**config.mk**
```make
export PLATFORM = sky130hd
export DESIGN_NAME = multicycle_ctrl
export DESIGN_NICKNAME = d
export VERILOG_FILES = /design/src/rtl/multicycle_ctrl_pkg.sv /design/src/rtl/multicycle_ctrl_out_dec.sv /design/src/rtl/multicycle_ctrl.sv
export SDC_FILE = /design/constraint.sdc
export NUM_CORES = 1
export LEC_CHECK = 0
export CAP_MARGIN = 10
export CORE_MARGIN = 2
export CORE_UTILIZATION = 34
export CTS_CLUSTER_DIAMETER = 100
export DETAILED_ROUTE_END_ITERATION = 16
export HOLD_SLACK_MARGIN = 0.15
export PLACE_DENSITY_LB_ADDON = 0.1
export SLEW_MARGIN = 20
export SYNTH_ARGS = -nofsm -noshare
export SYNTH_HDL_FRONTEND = slang
export SYNTH_SLANG_ARGS = --single-unit
```
**constraint.sdc**
```tcl
create_clock -name clk -period 1.6 [get_ports clk]
set_clock_uncertainty 0.2 [all_clocks]
set_input_delay 0.32 -clock clk [delete_from_list [all_inputs] [get_ports clk]]
set_output_delay 0.32 -clock clk [all_outputs]
set_load 0.005 [all_outputs]
```
**src/rtl/multicycle_ctrl_pkg.sv**
```systemverilog
`timescale 1ns/1ps
// -----------------------------------------------------------------------------
// multicycle_ctrl_pkg
// Shared definitions for the multicycle controller: opcode and funct3 values,
// the 4-bit state enum, ALU operation codes, register write-data selects, the
// control bundle produced by the output decoder, and the DECODE next-state rule.
// -----------------------------------------------------------------------------
package multicycle_ctrl_pkg;

    // Opcodes understood by the controller
    localparam logic [6:0] OP_RTYPE  = 7'b0110011;
    localparam logic [6:0] OP_ITYPE  = 7'b0010011;
    localparam logic [6:0] OP_LUI    = 7'b0110111;
    localparam logic [6:0] OP_LOAD   = 7'b0000011;
    localparam logic [6:0] OP_STORE  = 7'b0100011;
    localparam logic [6:0] OP_BRANCH = 7'b1100011;

    // funct3 values of interest
    localparam logic [2:0] F3_WORD    = 3'b010;
    localparam logic [2:0] F3_BEQ     = 3'b000;
    localparam logic [2:0] F3_BNE     = 3'b001;
    localparam logic [2:0] F3_SHIFT_R = 3'b101;  // srli/srai share funct3

    // ALU operations driven directly by the controller
    localparam logic [3:0] ALU_ADD = 4'b0000;
    localparam logic [3:0] ALU_SUB = 4'b1000;

    // Register write-data source select
    localparam logic [1:0] WSEL_ALU = 2'd0;
    localparam logic [1:0] WSEL_IMM = 2'd1;
    localparam logic [1:0] WSEL_MEM = 2'd2;

    // IDLE must stay at 0: the debug state port reads 0 while in reset.
    typedef enum logic [3:0] {
        ST_IDLE   = 4'd0,
        ST_FETCH  = 4'd1,
        ST_DECODE = 4'd2,
        ST_EXEC_R = 4'd3,
        ST_EXEC_I = 4'd4,
        ST_WB_ALU = 4'd5,
        ST_LUI    = 4'd6,
        ST_ADDR   = 4'd7,
        ST_MEM_RD = 4'd8,
        ST_WB_MEM = 4'd9,
        ST_MEM_WR = 4'd10,
        ST_BRANCH = 4'd11,
        ST_TRAP   = 4'd12
    } state_t;

    typedef struct packed {
        logic [3:0] alu_op;
        logic       rs2_imm_s;
        logic [1:0] w_data_s;
        logic       reg_write;
        logic       ir_write;
        logic       pc_write;
        logic       pc_src;
        logic       mem_read;
        logic       mem_write;
        logic       illegal;
    } ctrl_t;

    // State following DECODE; optional instruction groups trap when disabled.
    function automatic state_t decode_next(input logic [6:0] opcode,
                                           input logic [2:0] funct3,
                                           input logic       en_mem,
                                           input logic       en_branch);
        state_t nxt;
        nxt = ST_TRAP;
        case (opcode)
            OP_RTYPE: nxt = ST_EXEC_R;
            OP_ITYPE: nxt = ST_EXEC_I;
            OP_LUI:   nxt = ST_LUI;
            OP_LOAD, OP_STORE: begin
                if (en_mem && funct3 == F3_WORD)
                    nxt = ST_ADDR;
            end
            OP_BRANCH: begin
                if (en_branch && (funct3 == F3_BEQ || funct3 == F3_BNE))
                    nxt = ST_BRANCH;
            end
            default: ;
        endcase
        return nxt;
    endfunction

endpackage

```
**src/rtl/multicycle_ctrl_out_dec.sv**
```systemverilog
`timescale 1ns/1ps
// -----------------------------------------------------------------------------
// ctrl_out_dec
// Combinational state-to-control decode for multicycle_ctrl. Every control is
// 0 unless the current state asserts it.
// Ports:
//   state     in  current controller state
//   funct3    in  instruction funct3 field
//   funct7_b5 in  instruction funct7 bit 5 (sub/sra selector)
//   zero      in  ALU zero flag (branch resolution)
//   ctrl      out decoded control bundle
// -----------------------------------------------------------------------------
module ctrl_out_dec
    import multicycle_ctrl_pkg::*;
(
    input  state_t     state,
    input  logic [2:0] funct3,
    input  logic       funct7_b5,
    input  logic       zero,
    output ctrl_t      ctrl
);

    always_comb begin
        ctrl = '0;
        case (state)
            ST_FETCH: begin
                ctrl.pc_write = 1'b1;
                ctrl.ir_write = 1'b1;
                ctrl.pc_src   = 1'b0;
            end
            ST_EXEC_R: begin
                ctrl.rs2_imm_s = 1'b0;
                ctrl.alu_op    = {funct7_b5, funct3};
            end
            ST_EXEC_I: begin
                ctrl.rs2_imm_s = 1'b1;
                // Only the shift-right group uses funct7[5] (srli vs srai);
                // for other immediates that bit is part of the immediate.
                ctrl.alu_op = (funct3 == F3_SHIFT_R) ? {funct7_b5, funct3}
                                                     : {1'b0, funct3};
            end
            ST_WB_ALU: begin
                ctrl.reg_write = 1'b1;
                ctrl.w_data_s  = WSEL_ALU;
            end
            ST_LUI: begin
                ctrl.reg_write = 1'b1;
                ctrl.w_data_s  = WSEL_IMM;
            end
            ST_ADDR: begin
                ctrl.rs2_imm_s = 1'b1;
                ctrl.alu_op    = ALU_ADD;
            end
            ST_MEM_RD: begin
                ctrl.mem_read = 1'b1;
                ctrl.alu_op   = ALU_ADD;
            end
            ST_MEM_WR: begin
                ctrl.mem_write = 1'b1;
                ctrl.alu_op    = ALU_ADD;
            end
            ST_WB_MEM: begin
                ctrl.reg_write = 1'b1;
                ctrl.w_data_s  = WSEL_MEM;
            end
            ST_BRANCH: begin
                ctrl.rs2_imm_s = 1'b0;
                ctrl.alu_op    = ALU_SUB;
                ctrl.pc_src    = 1'b1;
                ctrl.pc_write  = (funct3 == F3_BEQ && zero) ||
                                 (funct3 == F3_BNE && !zero);
            end
            ST_TRAP: begin
                ctrl.illegal = 1'b1;
            end
            default: ;
        endcase
    end

endmodule

```
**src/rtl/multicycle_ctrl.sv**
```systemverilog
`timescale 1ns/1ps
// -----------------------------------------------------------------------------
// multicycle_ctrl
// Multicycle instruction sequencer: state register, next-state logic and the
// memory wait counter, with controls decoded from the current state by
// ctrl_out_dec. TRAP (illegal instruction or memory timeout) holds until reset.
// Ports:
//   clk, rst_n              clock, asynchronous active-low reset
//   opcode/funct3/funct7    instruction fields (held by the IR)
//   zero                    ALU zero flag
//   mem_ready               data memory access complete
//   alu_op .. mem_write     datapath controls
//   illegal                 sticky illegal/timeout flag
//   state                   current state, for debug
// -----------------------------------------------------------------------------
module multicycle_ctrl
    import multicycle_ctrl_pkg::*;
#(
    parameter int ALU_OP_W    = 4,
    parameter int EN_MEM      = 1,
    parameter int EN_BRANCH   = 1,
    parameter int MEM_TIMEOUT = 15
) (
    input  logic                clk,
    input  logic                rst_n,
    input  logic [6:0]          opcode,
    input  logic [2:0]          funct3,
    input  logic [6:0]          funct7,
    input  logic                zero,
    input  logic                mem_ready,
    output logic [ALU_OP_W-1:0] alu_op,
    output logic                rs2_imm_s,
    output logic [1:0]          w_data_s,
    output logic                reg_write,
    output logic                ir_write,
    output logic                pc_write,
    output logic                pc_src,
    output logic                mem_read,
    output logic                mem_write,
    output logic                illegal,
    output logic [3:0]          state
);

    localparam int CNT_W = $clog2(MEM_TIMEOUT + 1);

    state_t           state_reg, state_next;
    logic [CNT_W-1:0] wait_cnt_reg, wait_cnt_next;
    logic             wait_expired;
    ctrl_t            ctrl;

    // Only funct7[5] carries meaning for this controller.
    logic unused_funct7;
    assign unused_funct7 = ^{funct7[6], funct7[4:0]};

    // The cycle that would bring the count to MEM_TIMEOUT is the last one
    // allowed; mem_ready in that same cycle still completes normally.
    assign wait_expired = (wait_cnt_reg == CNT_W'(MEM_TIMEOUT - 1));

    always_comb begin
        state_next    = state_reg;
        wait_cnt_next = '0;  // any non-wait state clears, so entry starts at 0
        case (state_reg)
            ST_IDLE:   state_next = ST_FETCH;
            ST_FETCH:  state_next = ST_DECODE;
            ST_DECODE: state_next = decode_next(opcode, funct3,
                                                EN_MEM != 0, EN_BRANCH != 0);
            ST_EXEC_R,
            ST_EXEC_I: state_next = ST_WB_ALU;
            ST_WB_ALU,
            ST_LUI,
            ST_WB_MEM,
            ST_BRANCH: state_next = ST_FETCH;
            ST_ADDR:   state_next = (opcode == OP_LOAD) ? ST_MEM_RD : ST_MEM_WR;
            ST_MEM_RD,
            ST_MEM_WR: begin
                if (mem_ready)
                    state_next = (state_reg == ST_MEM_RD) ? ST_WB_MEM : ST_FETCH;
                else if (wait_expired)
                    state_next = ST_TRAP;
                else
                    wait_cnt_next = wait_cnt_reg + CNT_W'(1);
            end
            ST_TRAP:   state_next = ST_TRAP;
            default:   state_next = ST_TRAP;
        endcase
    end

    always_ff @(posedge clk or negedge rst_n) begin
        if (!rst_n) begin
            state_reg    <= ST_IDLE;
            wait_cnt_reg <= '0;
        end else begin
            state_reg    <= state_next;
            wait_cnt_reg <= wait_cnt_next;
        end
    end

    ctrl_out_dec u_ctrl_out_dec (
        .state     (state_reg),
        .funct3    (funct3),
        .funct7_b5 (funct7[5]),
        .zero      (zero),
        .ctrl      (ctrl)
    );

    assign alu_op    = ALU_OP_W'(ctrl.alu_op);
    assign rs2_imm_s = ctrl.rs2_imm_s;
    assign w_data_s  = ctrl.w_data_s;
    assign reg_write = ctrl.reg_write;
    assign ir_write  = ctrl.ir_write;
    assign pc_write  = ctrl.pc_write;
    assign pc_src    = ctrl.pc_src;
    assign mem_read  = ctrl.mem_read;
    assign mem_write = ctrl.mem_write;
    assign illegal   = ctrl.illegal;
    assign state     = state_reg;

endmodule
```
# After elaboration in Yosys (flattened, before gate mapping)
# Index checks and enable logic that the tools add are counted.
# word_totals
in_bits,21
wordCells,58
regBits,8
out_inout_bits,18
# op_classes
add_sub_neg,1
n_eq_ne,23
n_reduce_logical,12
n_mux,20
# ops
operator,count
two-way mux 4 bit,8
equality test 4 bit (second input constant),6
one-hot mux 4 bit (6 select lines),1
equality test 7 x 6 -> 1 bit (second input constant),3
one-hot mux 4 bit (5 select lines),1
equality test 4 x 3 -> 1 bit (second input constant),4
one-hot mux 4 bit (3 select lines),1
one-hot mux 3 bit (3 select lines),1
equality test 4 x 2 -> 1 bit (second input constant),2
OR reduction 2 bit,4
equality test 7 x 2 -> 1 bit (second input constant),1
equality test 7 x 5 -> 1 bit (second input constant),1
equality test 7 bit (second input constant),1
two-way mux 1 bit,5
OR reduction 5 bit,1
adder 4 x 1 -> 4 bit (second input constant),1
equality test 4 x 1 -> 1 bit (second input constant),1
logical NOT 4 bit,1
one-hot mux 2 bit (2 select lines),1
equality test 3 x 1 -> 1 bit (second input constant),1
equality test 3 x 2 -> 1 bit (second input constant),1
equality test 3 bit (second input constant),1
logical NOT 3 bit,1
two-way mux 3 bit,1
5 further kinds,7

# Logic depth before layout (Yosys ltp)
# Gate-level depths: netlist of the first run.
# depth
ltp_word,5
ltp_mapped,6
ltp_nobuf,6

# Hierarchy
# A second synthesis of the first run with hierarchy kept.
# hier_totals
cells_unflattened,102
area_unflattened_um2,783.3
# modules_own_cells
mod,instances,cells_each,area_each_um2,seq_area_each_um2
multicycle_ctrl,1,71,591.8,200.2
ctrl_out_dec,1,31,191.4,0.0

# Least setup slack after synthesis of the first run
# OpenSTA, ideal clock, no wires.
# synth_timing
kind,reg2out
start,register state_reg[0] (netlist: state[0])
end,output port alu_op[1]
required_time_ns,1.080
arrival_ns,1.178
stages_incl_launch_ff,6
setup_slack_ns,-0.098
n_path_buf,1
cell_sequence,dfrtp_1 > buf_4 > nand2_1 > or2_2 > a21oi_1 > and2_2
# synth_via
elab_chain_cells,2
word_cells_on_any_way,4
cone_classes,3 x eq/ne; 1 x mux
# synth_lines
element,line,rtl
"start, declared",multicycle_ctrl.sv:46,"state_t state_reg, state_next;"
"start signal, assigned",multicycle_ctrl.sv:93,state_reg <= state_next;
equality test 4 bit (tied with other cells),multicycle_ctrl_out_dec.sv:25,case (state)
one-hot mux 4 bit (3 select lines) (*),multicycle_ctrl_out_dec.sv:25,
"end, declared",multicycle_ctrl.sv:31,"output logic [ALU_OP_W-1:0] alu_op,"
# Mark *: on every way between the ends. The rest lies on a longest branch, timed or not.

# Final worst setup path of the first run
# layout_timing
start,register state_reg[1] (netlist: state[1])
end,output port reg_write
# layout_via
elab_chain_cells,2
word_cells_on_any_way,4
cone_classes,3 x eq/ne; 1 x mux
# layout_lines
element,line,rtl
equality test 4 bit or equality test 4 x 3 -> 1 bit (tied branches),multicycle_ctrl_out_dec.sv:25,
one-hot mux 3 bit (3 select lines) (*),multicycle_ctrl_out_dec.sv:25,
"end, declared",multicycle_ctrl.sv:34,"output logic reg_write,"
# Marks and branches as above.

==> results.cfg, run 1 <==
[synth]
synth-simple-area-share_pct = 38.6
syn_nets = 116
synth_area_leader_cell = dfrtp_1
syn-cell-area_sq_um = 726
synth-seq-cells = 8
ys_top_cells_by_area = dfrtp_1 (28%), nor2_1 (8.3%), nor3_1 (4.1%), nand2_1 (4.1%), ha_1 (3.4%)
synth_cells = 93
ys_warn_count = 0
syn_avg_cell_area_sq_um = 7.80
synth_xor_area_share_pct = 3.62
synth_fa_ha_area_share_pct = 3.45
synth_top_family_by_area = simple AND/OR/NAND/NOR gates
synth_top_area_share_pct = 27.6
ys_types = 39
synthMuxAreaShare_pct = 0
yosysSeqAreaShare_pct = 27.6
synth_compound_area_share_pct = 20.0

[pwr]
p_leak_nw = 0.786
p_sw_mw = 0.814
seq_power_share_pct = 14.7
pwr_density_cell_nw_per_um2 = 1260
p_clk_share_pct = 7.5
swShare_pct = 40.7
internal_power_mw = 1.18
p_comb_share_pct = 77.8
vdd_ir_drop_max_mv = 1.35

[cells_and_area]
nets = 196
n_antenna_cell = 0
final_util_pct = 80.0
num-fill-cells = 130
area_delta_synth_final_pct = 118
final_cell_mix = buf_4 (29), buf_6 (19), buf_2 (13)
final_common_cell = buf_4
drive_gt1_share_pct = 59.1

[floorplan]
ios = 39
row_count = 16
dieArea_sq_um = 2520
coreArea_sq_um = 1980
die_h_um = 50.2
die_w_um = 50.2
initial_core_util_pct = 36.6

[global_routing]
grt_pass1_wl_um = 4780
grt_usage_pct = 24.9
grt_max_degree = 10
antenna_found_initial = 0
first_global_vias = 1063
grt-ovfl-total = 0

[sta]
rsz0062_at_grt = true
setup_viol = 17
setup_ws_ns = -0.436
finalHoldViolCount = 0
fin_crit_ns = 2.04
finalCritPeriodShare_pct = 127
fmax_mhz = 491
worst_pin_slew_ns = 0.346
max_slew_margin_pct = 76.6
final_max_slew_viol_count = 0

[critical_path]
crit_slowest_cell = dfrtp_2
r2r_slack_ns = -0.27
r2r_cells = 8
critPathArrivalTime_ns = 1.52
critPathKind = reg -> out
crit_fanout = 5
cp_num_buf_inv = 4
worstPathRequired_ns = 1.08
r2r_end = state[1]
r2r_start = state[1]
critPathLaunchType = flip-flop
endpoint_kind = output pin
path_cells = buf_4, buf_6, nand2b_4, nand2_4, inv_1, o22ai_1, buf_2
crit_family = buffers and inverters
cpPeakStageDelay_ns = 0.43

[hold_path]
hold_class = reg -> reg
hold_path_depth = 2
hold_start = wait_cnt_reg[0]
hold_end = wait_cnt_reg[0]

[cts]
worst_skew_pair.late_latency_ns = 0.25
cts_buffer_depth = 2
cts_made_buffers = 3
cts.htree.levels = 1
root_buffer = clkbuf_4
clk_pin_slew_ns = 0.05
clock_sinks = 8
cts_tree = yes

[routing]
first_pass_iters = 4
totalWireLength_um = 3350
drc = 0
vias_per_cell = 5.31
drt.antenna.violating_nets = 0
first_iter_violations = 22
wire_per_inst_um = 16.9
dr_total_vias = 1052

[run]
max_cap_violations = 0

[place]
dp_hpwl_um = 1820
preCtsSetupSlack_ns = -0.918
port_buffers = 32
gp_congestion = 0.851

[outcome]
outcome = complete, but fails checks
violations = setup timing
worst max-delay path by stage:
stage,startpoint,endpoint,slack [ns],cells past startpoint
global placement,funct3[1],alu_op[3],-0.90,5
global route,state[2],alu_op[3],-0.49,5
floorplan,state[0],alu_op[3],-0.05,3
finish,state[1],reg_write,-0.44,7
CTS,state[0],alu_op[3],-0.44,4
detailed placement,funct7[5],alu_op[3],-0.92,5
worst reg2reg max path: stages (launching register included):
cell and delay (ns):
dfrtp_2 0.40, buf_4 0.13, buf_6 0.10, nand2b_4 0.17
buf_6 0.10, buf_4 0.09, a2bb2oi_2 0.15, nor2_2 0.06
a2111o_1 0.35
Yosys cell counts:
cell type and n:
a21boi_0 1, nand3b_1 2, a211oi_1 1, and2_1 2
or3b_1 1, xor2_1 1, or4_1 1, buf_4 3
a2111o_1 1, nand2b_1 4, or2_2 1, nor4bb_1 1
a211oi_2 1, o22ai_1 2, and2b_2 1, and3_1 1
a21o_1 1, o221ai_1 1, dfrtp_1 8, nand3_1 3
nand2_1 8, a31oi_1 2, and2_2 1, nand4b_1 1
a21oi_1 1, nor4_1 1, o21ai_0 4, nor4b_1 1
a31o_2 1, buf_6 1, inv_1 4, xnor2_1 2
a2bb2oi_1 1, nor3b_1 1, nor2b_1 1, ha_1 2
nor2_1 16, o2111a_1 2, nor3_1 6
cell type report:
| cell class | instances | area, sq um | share of cell area, % |
|---|---|---|---|
| flip-flops and latches | 8 | 204 | 12.9 |
| repair buffers | 79 | 676 | 42.6 |
| inverters | 4 | 15.0 | 0.947 |
| multi-input cells | 77 | 634 | 40.0 |
| clock buffers | 3 | 22.5 | 1.42 |
| well taps | 27 | 33.8 | 2.13 |
routing by layer:
metal,global-route usage (%),up-vias,routed length [um]
li1,-,493,-
met1,27.7,494,1250
met2,44.3,51,1770
met3,4.76,14,196
met4,13.0,0,126
met5,0,-,0
power groups by stage:
stage	Sequential, mW	Combinational (mW)	Clock, mW
final	0.294	1.55	0.150
after global routing	0.297	1.62	0.164
after CTS	0.287	1.32	0.159
after detailed placement	0.311	0.949	0
after global placement	0.311	0.931	0
after floorplan	0.307	0.445	0
cells by family after synthesis:
| group | count (synthesis) |
|---|---|
| adders and majority gates | 2 |
| buffers and inverters | 8 |
| AOI/OAI and AO/OA | 19 |
| and+or+nand+nor | 53 |
| DFF | 8 |
| xor gates and xnor gates | 3 |
timing repair:
item,in CTS,in global routing
pin swaps,15,17
hold buffers,1,0
setup endpoints to repair,21,24
hold endpoints to repair,8,0
setup buffers,16,7
gates resized for setup,114,23
through the flow:
| step | TNS [ns] | instances | power, mW | instance area [sq um] | hold WS (ns) |
|---|---|---|---|---|---|
| final | -5.03 | 198 | 2.00 | 1590 | 0.338 |
| after global routing | -5.88 | 198 | 2.08 | 1590 | 0.350 |
| after CTS | -3.83 | 192 | 1.76 | 1470 | 0.335 |
| after detailed placement | -8.43 | 172 | 1.26 | 1250 | 0.327 |
| after global placement | -8.12 | 172 | 1.24 | 1250 | 0.322 |
| after floorplan | -0.0779 | 93 | 0.752 | 753 | -0.176 |
Power figures use the tool's default switching activity.
==> inputs of run 2 (changes only) <==
CELL_PAD_IN_SITES_DETAIL_PLACEMENT = 1   (was unset)
CELL_PAD_IN_SITES_GLOBAL_PLACEMENT = 1   (was unset)
CORE_UTILIZATION = 23   (was 34)
SKIP_CTS_REPAIR_TIMING = 1   (was unset)
==> run 2 against run 1 <==
  * The flow still finishes with violations (setup timing)
  * Via count decreased by 7.1%
  * Non-clock buffer count is 5 lower
  * Cell area is the same
  * Power down 5.4%
  * Critical endpoint unchanged
  * Sequential share of layout area is the same
  * Largest cell class unchanged
  * Register-to-register slack gained 0.02 ns
  * Maximum frequency fell by 1.4%
  * Worst hold slack worse by 0.20 ns
  * Die area increased by 44%
  * First-iteration DRC count is 14% lower
==> results.cfg, run 2 (synthesis results as in run 1) <==
[floorplan]
initial_core_util_pct = 24.0
row_count = 20
ios = 39
die_h_um = 60.2
die_w_um = 60.2
coreArea_sq_um = 3030
dieArea_sq_um = 3620

[cts]
clock_sinks = 8
worst_skew_pair.late_latency_ns = 0.25
cts.htree.levels = 1
cts_tree = yes
cts_buffer_depth = 2
cts_made_buffers = 3
clk_pin_slew_ns = 0.05
root_buffer = clkbuf_4

[cells_and_area]
fin_cells = 210
area_delta_synth_final_pct = 118
nets = 191
drive_gt1_share_pct = 53.0
final_util_pct = 52.4
final_cell_mix = buf_4 (31), dlymetal6s2s_1 (13), buf_6 (13)
n_antenna_cell = 0
final_common_cell = buf_4

[sta]
rsz0062_at_grt = true
finalCritPeriodShare_pct = 129
finalHoldViolCount = 0
setup_ws_ns = -0.466
setup_viol = 18
max_slew_margin_pct = 77.5
fin_crit_ns = 2.07
fmax_mhz = 484
final_max_slew_viol_count = 0
hold_slack_ns = 0.135
worst_pin_slew_ns = 0.337

[critical_path]
cpPeakStageDelay_ns = 0.45
critPathLaunchType = flip-flop
crit_slowest_cell = dfrtp_2
critPathKind = reg -> out
critPathArrivalTime_ns = 1.55
crit_fanout = 6
worstPathRequired_ns = 1.08
r2r_slack_ns = -0.25
path_cells = buf_4, buf_6, buf_6, nand2b_4, buf_6, o22ai_1, buf_2
crit_top_cell = buf_6
endpoint_kind = output pin

[global_routing]
antenna_found_initial = 0
met3_usage_pct = 0.649
first_global_vias = 932
met2_usage_pct = 28.0
grt-ovfl-total = 0
grt_max_degree = 11
grt_pass1_wl_um = 4200
busiest_layer = met2
gr-usage-met1_pct = 19.4
grt_usage_pct = 15.7

[routing]
drc = 0
first_iter_violations = 19
dr_total_vias = 977
totalWireLength_um = 2900
first_pass_iters = 4
drt.antenna.violating_nets = 0
wire_per_inst_um = 13.8
vias_per_cell = 4.65

[pwr]
pwr_density_cell_nw_per_um2 = 1190
vdd_ir_drop_max_mv = 0.494
p_leak_nw = 0.853

[hold_path]
hold_class = in -> async

[run]
max_cap_violations = 0

[outcome]
violations = setup timing
outcome = complete, but fails checks

[place]
gp_congestion = 0.776
placed_cells = 195
port_buffers = 32
dp_hpwl_um = 2130
## run 2: changes by cell type in the layout (fill, tap and decap cells not counted), moves of 2 or more
| cell | previous run | this run |
|---|---|---|
| dlymetal6s2s_1 | 2 | 13 |
| clkbuf_2 | 1 | 4 |
| dlygate4sd2_1 | 6 | 0 |
| nor2_2 | 5 | 2 |
| buf_4 | 29 | 31 |
| buf_6 | 19 | 13 |
| buf_2 | 13 | 7 |
| nor2_1 | 9 | 12 |
## run 2: path summary, 6_finish.rpt
check | start | end | cells past startpoint
max | state[0] | reg_write | 7
min | rst_n | wait_cnt_reg[2] | 1
max reg2reg | state[0] | state[1] | 8
min reg2reg | wait_cnt_reg[0] | wait_cnt_reg[0] | 2
max in group asynchronous | rst_n | state[1] | 1
min in group clk | wait_cnt_reg[0] | wait_cnt_reg[0] | 2
## run 2: report_power, final
| group | total [mW] | internal [mW] | switching (mW) |
|---|---|---|---|
| sequential | 0.314 | 0.251 | 0.0622 |
| combinational | 1.43 | 0.819 | 0.610 |
| clock | 0.147 | 0.0854 | 0.0618 |
| total | 1.89 | 1.16 | 0.734 |
## run 2: cell type report
type	instances	area, sq um
Timing Repair Buffer	74	657
Sequential cell	8	204
Inverter	4	15.0
Clock buffer	3	22.5
Multi-Input combinational cell	77	632
Tap cell	44	55.1
Fill cell	364	1440
## run 2: metal layers
metal	up-vias	routed length [um]
li1	483	-
met3	4	64
met1	473	1210
met4	0	36
met5	-	0
met2	17	1590
## run 2: critical path, delay by kind of cell (launching register included)
| kind | cells | cell delay (ns) |
|---|---|---|
| buffers and inverters | 5 | 0.61 |
| flip-flops | 1 | 0.45 |
| AO/OA/AOI/OAI | 1 | 0.16 |
| AND/OR/NAND/NOR | 1 | 0.08 |
## run 2: metrics by stage
step,power [mW],setup slack [ns],setup TNS (ns),instance area [sq um]
global placement,1.32,-0.888,-8.55,1310
detailed placement,1.34,-0.897,-9.03,1310
global route,2.03,-0.509,-6.89,1590
floorplan,0.752,-0.0467,-0.0779,753
finish,1.89,-0.466,-5.89,1590
CTS,1.49,-0.903,-12.31,1340
==> variant 1: new RTL, config.mk and constraints of run 2 <==
Change the parameter `EN_MEM` from 1 to 0.
--- a/src/rtl/multicycle_ctrl.sv
+++ b/src/rtl/multicycle_ctrl.sv
@@ -18,5 +18,5 @@
 #(
     parameter int ALU_OP_W    = 4,
-    parameter int EN_MEM      = 1,
+    parameter int EN_MEM      = 0,
     parameter int EN_BRANCH   = 1,
     parameter int MEM_TIMEOUT = 15
Function: changed (Yosys sat finds a counterexample within 4 cycles, from zero or initial values and one cycle with rst_n low).
==> variant 1 against run 2 <==
The run still ends with negative setup slack left; critical path depth is the same; synthesized cell count shrank 6.5%; wire length grew 2.4%; highest routed layer unchanged; first-iteration DRC count grew 11%; cell count shrank 6.7%; worst hold slack gained 12 ps; cell area shrank 3.8%; global-route usage shrank 0.42 points; area after synthesis shrank 9.0%; setup slack lost 4.8 ps; sequential cell count is the same.
Power is left out: it rests on default switching activity, and per cell area and clock period it moved more than threefold.
==> variant 1: results (changes against run 2) <==
crit-path max cell delay 450 ps (about the same); Slew headroom 0.730 (was 0.775); vias per inst 4.73 (was 4.65); met3 usage 0.0385 (was 0.00649); failing checks negative setup slack (unchanged); FILL cells 330 (was 364); sequential cell area fraction in the yosys report 0.303 (was 0.276); Final WS setup -471 ps (was -466 ps); Max Root-Sink Buffers 2 (unchanged); # DRC 0 (unchanged); GP Congestion 0.733 (was 0.776); Synth Warn # 0 (unchanged); status finished, violations left (unchanged); FFs w/ async S/R, synth 1.00 (unchanged); Arr. time, crit path 1550 ps (about the same); HP Class input port to asynchronous set/reset pin (unchanged); Post-DP Area 1210 um^2 (was 1310 um^2); Post-Syn Nets 110 (was 116); CTS H-tree lvls 1 (unchanged); Port Buffers 32 (unchanged); TritonCTS buffer count 3 (unchanged); hpwl dp 1990 um (was 2130 um); vias in the first global route 905 (was 932); Synth area leaders dfrtp_1 30%, nor2_1 9.1%, nand3_1 6.1% (was dfrtp_1 28%, nor2_1 8.3%, nor3_1 4.1%); met1 Track Usage GR 0.210 (was 0.194); GRT Overall Usage 0.152 (was 0.157); Crit-path slowest cell dfrtp_2 (unchanged); setup TNS -4740 ps (was -5890 ps); # diodes 0 (unchanged); first-pass GRT wire length 3920 um (was 4200 um); count of different cell masters after synthesis 31 (was 39); largest net degree at the start of global routing 14 (was 11); share of layout cells above drive strength 1 0.527 (was 0.530); initial antenna violation count 0 (unchanged); top_reg_cell synth dfrtp_1 (unchanged); number of detailed-route iterations in the first pass 4 (unchanged); worst-skew pair later-pin latency 260 ps; Worst-path clk slew around 60 ps; met2 usage 0.240 (was 0.280); post-DR wirelength/cell 15.2 um (was 13.8 um); root buffer selected by CTS clkbuf_4 (unchanged); Synth top cells by count 16 x nor2_1, 8 x dfrtp_1, 8 x nand3_1 (was 16 x nor2_1, 8 x dfrtp_1, 8 x nand2_1); final setup vio count 19 (was 18); nets 190 (was 191); delay-heaviest family, CP flip-flops (was buffers and inverters); DR iter-0 viols 21 (was 19); CP Max Fanout 5 (was 6)
variant 1: cells by family after synthesis:
kind of cell	count (synthesis)	synth area share
compound gates	17	0.170
xor+xnor	3	0.0398
fa+ha+maj	2	0.0379
buf+inv	9	0.0777
flops	8	0.303
simple gates	48	0.371
variant 1: metal layers:
| layer | vias up | wire [um] |
|---|---|---|
| li1 | 465 | - |
| met1 | 430 | 1330 |
| met2 | 28 | 1480 |
| met3 | 4 | 135 |
| met4 | 0 | 33 |
| met5 | - | 0 |
variant 1: path summary, 6_finish.rpt:
kind,startpoint,to,slack [ps],cells past startpoint
worst max-delay path,state[0],alu_op[0],-470,7
worst min-delay path,rst_n,state[3],150,1
worst max register to register,state[0],state[0],-40,7
worst min register to register,wait_cnt_reg[0],wait_cnt_reg[0],280,1
max in group asynchronous,rst_n,state[1],740,1
min in group clk,wait_cnt_reg[0],wait_cnt_reg[0],280,1
variant 1: metrics by stage:
stage / instances / setup WS (ps) / hold WS, ps
after detailed placement: 175 / -971 / 277
after global routing: 196 / -540 / 167
after global placement: 175 / -937 / 263
after CTS: 178 / -986 / 158
final: 196 / -471 / 147
after floorplan: 87 / -45.0 / -176
variant 1: final cells by class:
cell class,instances,area (um^2),share of cell area
sequential,8,204,0.134
timing repair buffer,79,696,0.456
tap,31,38.8,0.0254
multi-input combinational,70,546,0.358
inverter,5,18.8,0.0123
clock buffer,3,22.5,0.0148
==> variant 2: new RTL, config.mk and constraints of run 2 <==
Made on the original files. Reset style: synchronous (`rst_n`), changed in one clocked block. Comments in the files are not updated.
--- a/src/rtl/multicycle_ctrl.sv
+++ b/src/rtl/multicycle_ctrl.sv
@@ -86,5 +86,5 @@
     end
 
-    always_ff @(posedge clk or negedge rst_n) begin
+    always_ff @(posedge clk) begin
         if (!rst_n) begin
             state_reg    <= ST_IDLE;
Check against the original RTL: differs if rst_n is asserted again (counterexample within 4 cycles, from zero or initial values and one cycle with rst_n low); with rst_n held inactive, the same outputs for 10 cycles.
==> variant 2 against run 2 <==
The flow still finishes with violations (negative setup slack); wire length is 12% higher; area after synthesis is 2.4% higher; via count is 6.3% higher; sequential cell count stayed put; utilization is 0.39 points lower; worst hold slack better by 190 ps; critical path depth is 3 lower; total power is 11% higher; setup slack better by 80 ps; cell area hardly changed; critical endpoint is now pc_write; largest power group unchanged; highest routed layer unchanged.
==> variant 2: results (changes against run 2) <==
status finished, violations left (unchanged); failing checks negative setup slack (unchanged); met1 Track Usage GR 0.190 (was 0.194); crit-path max cell delay 520 ps (was 450 ps); CP Max Fanout 4 (was 6); DR iter-0 viols 21 (was 19); largest net degree at the start of global routing 14 (was 11); Synth top cells by count 14 x nor2_1, 8 x a21oi_1, 8 x dfxtp_1 (was 16 x nor2_1, 8 x dfrtp_1, 8 x nand2_1); HP Class register to register (was input port to asynchronous set/reset pin); share of layout cells above drive strength 1 0.500 (was 0.530); worst-margin pin slew 260 ps (was 337 ps); GRT Overall Usage 0.165 (was 0.157); xor/xnor share of the synthesized area 0.0707 (was 0.0362); Synth area leaders dfxtp_1 22%, nor2_1 7.1%, a21oi_1 5.4% (was dfrtp_1 28%, nor2_1 8.3%, nor3_1 4.1%); Post-Syn Nets 124 (was 116); met2 usage 0.295 (was 0.280); first-pass GRT wire length 4570 um (was 4200 um); Final WS setup -386 ps (was -466 ps); top_reg_cell synth dfxtp_1 (was dfrtp_1); Post-DP Area 1330 um^2 (was 1310 um^2); area share of fa/ha/maj cells after synthesis 0.0337 (was 0.0345); VDD IR max 0.487 mV (was 0.494 mV); Lkg Pwr 0.806 nW (was 0.853 nW); Arr. time, crit path 1470 ps (was 1550 ps); Placed Cells 201 (was 195); GP Congestion 0.834 (was 0.776); sequential cell area fraction in the yosys report 0.215 (was 0.276); syn_area_per_cell 7.36 um^2 (was 7.80 um^2); Crit-path slowest cell or4_4 (was dfrtp_2); complex-gate fraction of the synthesized area 0.215 (was 0.200); Routed WL 3250 um (was 2900 um); switching power 834 uW (was 734 uW); met2 WL 1740 um (was 1590 um); Met1 Wirelength 1360 um (was 1210 um); delay-heaviest family, CP simple AND/OR/NAND/NOR gates (was buffers and inverters); vias per inst 4.95 (was 4.65); hpwl dp 2260 um (was 2130 um); met3 WL 111 um (was 64 um); FILL cells 365 (was 364); vias in the first global route 1,088 (was 932); final setup vio count 18 (unchanged); FFs w/ async S/R, synth 0 (was 1.00); vias 1,039 (was 977)
-- variant 2: cell count changes after synthesis, moves of 3 or more --
| cell | run 2 | this run |
|---|---|---|
| buf_4 | 3 | 0 |
| o211ai_1 | 0 | 3 |
| a21oi_1 | 1 | 8 |
| nand2_1 | 8 | 4 |
| nor3_1 | 6 | 3 |
| dfxtp_1 | 0 | 8 |
| dfrtp_1 | 8 | 0 |
| clkbuf_1 | 0 | 3 |
-- variant 2: worst paths after layout --
check | cells past startpoint | startpoint | slack, ps | to
setup / recovery | 4 | state[3] | -390 | pc_write
hold / removal | 2 | wait_cnt_reg[0] | 320 | wait_cnt_reg[0]
setup reg to reg | 6 | state[3] | -380 | state[1]
hold reg to reg | 2 | wait_cnt_reg[0] | 320 | wait_cnt_reg[0]
-- variant 2: power by group through the flow --
stage	Clock, mW	Combinational [mW]	Sequential, mW
floorplan	0	0.562	0.315
global placement	0	1.20	0.293
detailed placement	0	1.23	0.295
CTS	0.179	1.24	0.291
global route	0.187	1.71	0.341
finish	0.172	1.58	0.332
-- variant 2: final cells by class --
| cell class | instances | share of cell area |
|---|---|---|
| flip-flops and latches | 8 | 0.109 |
| repair buffers | 65 | 0.386 |
| clock buffers | 4 | 0.0166 |
| well taps | 44 | 0.0347 |
| inverters | 5 | 0.0118 |
| multi-input cells | 84 | 0.442 |
-- variant 2: per-stage QoR --
stage          hold slack [ps]   util  setup TNS [ps]  worst slack, ps
3_3_place_gp               294  0.435           -7510             -872
5_1_grt                    340  0.520           -5210             -468
4_1_cts                    327  0.444          -10870             -887
6_report                   325  0.520           -3980             -386
3_5_place_dp               318  0.435           -7970             -887
2_1_floorplan              230      -            -411            -75.2
-- variant 2: tightest hold or removal path, stage by stage, from the launching register on --
cell and delay [ps]:
dfxtp_1 330, buf_4 120, nor2_1 40
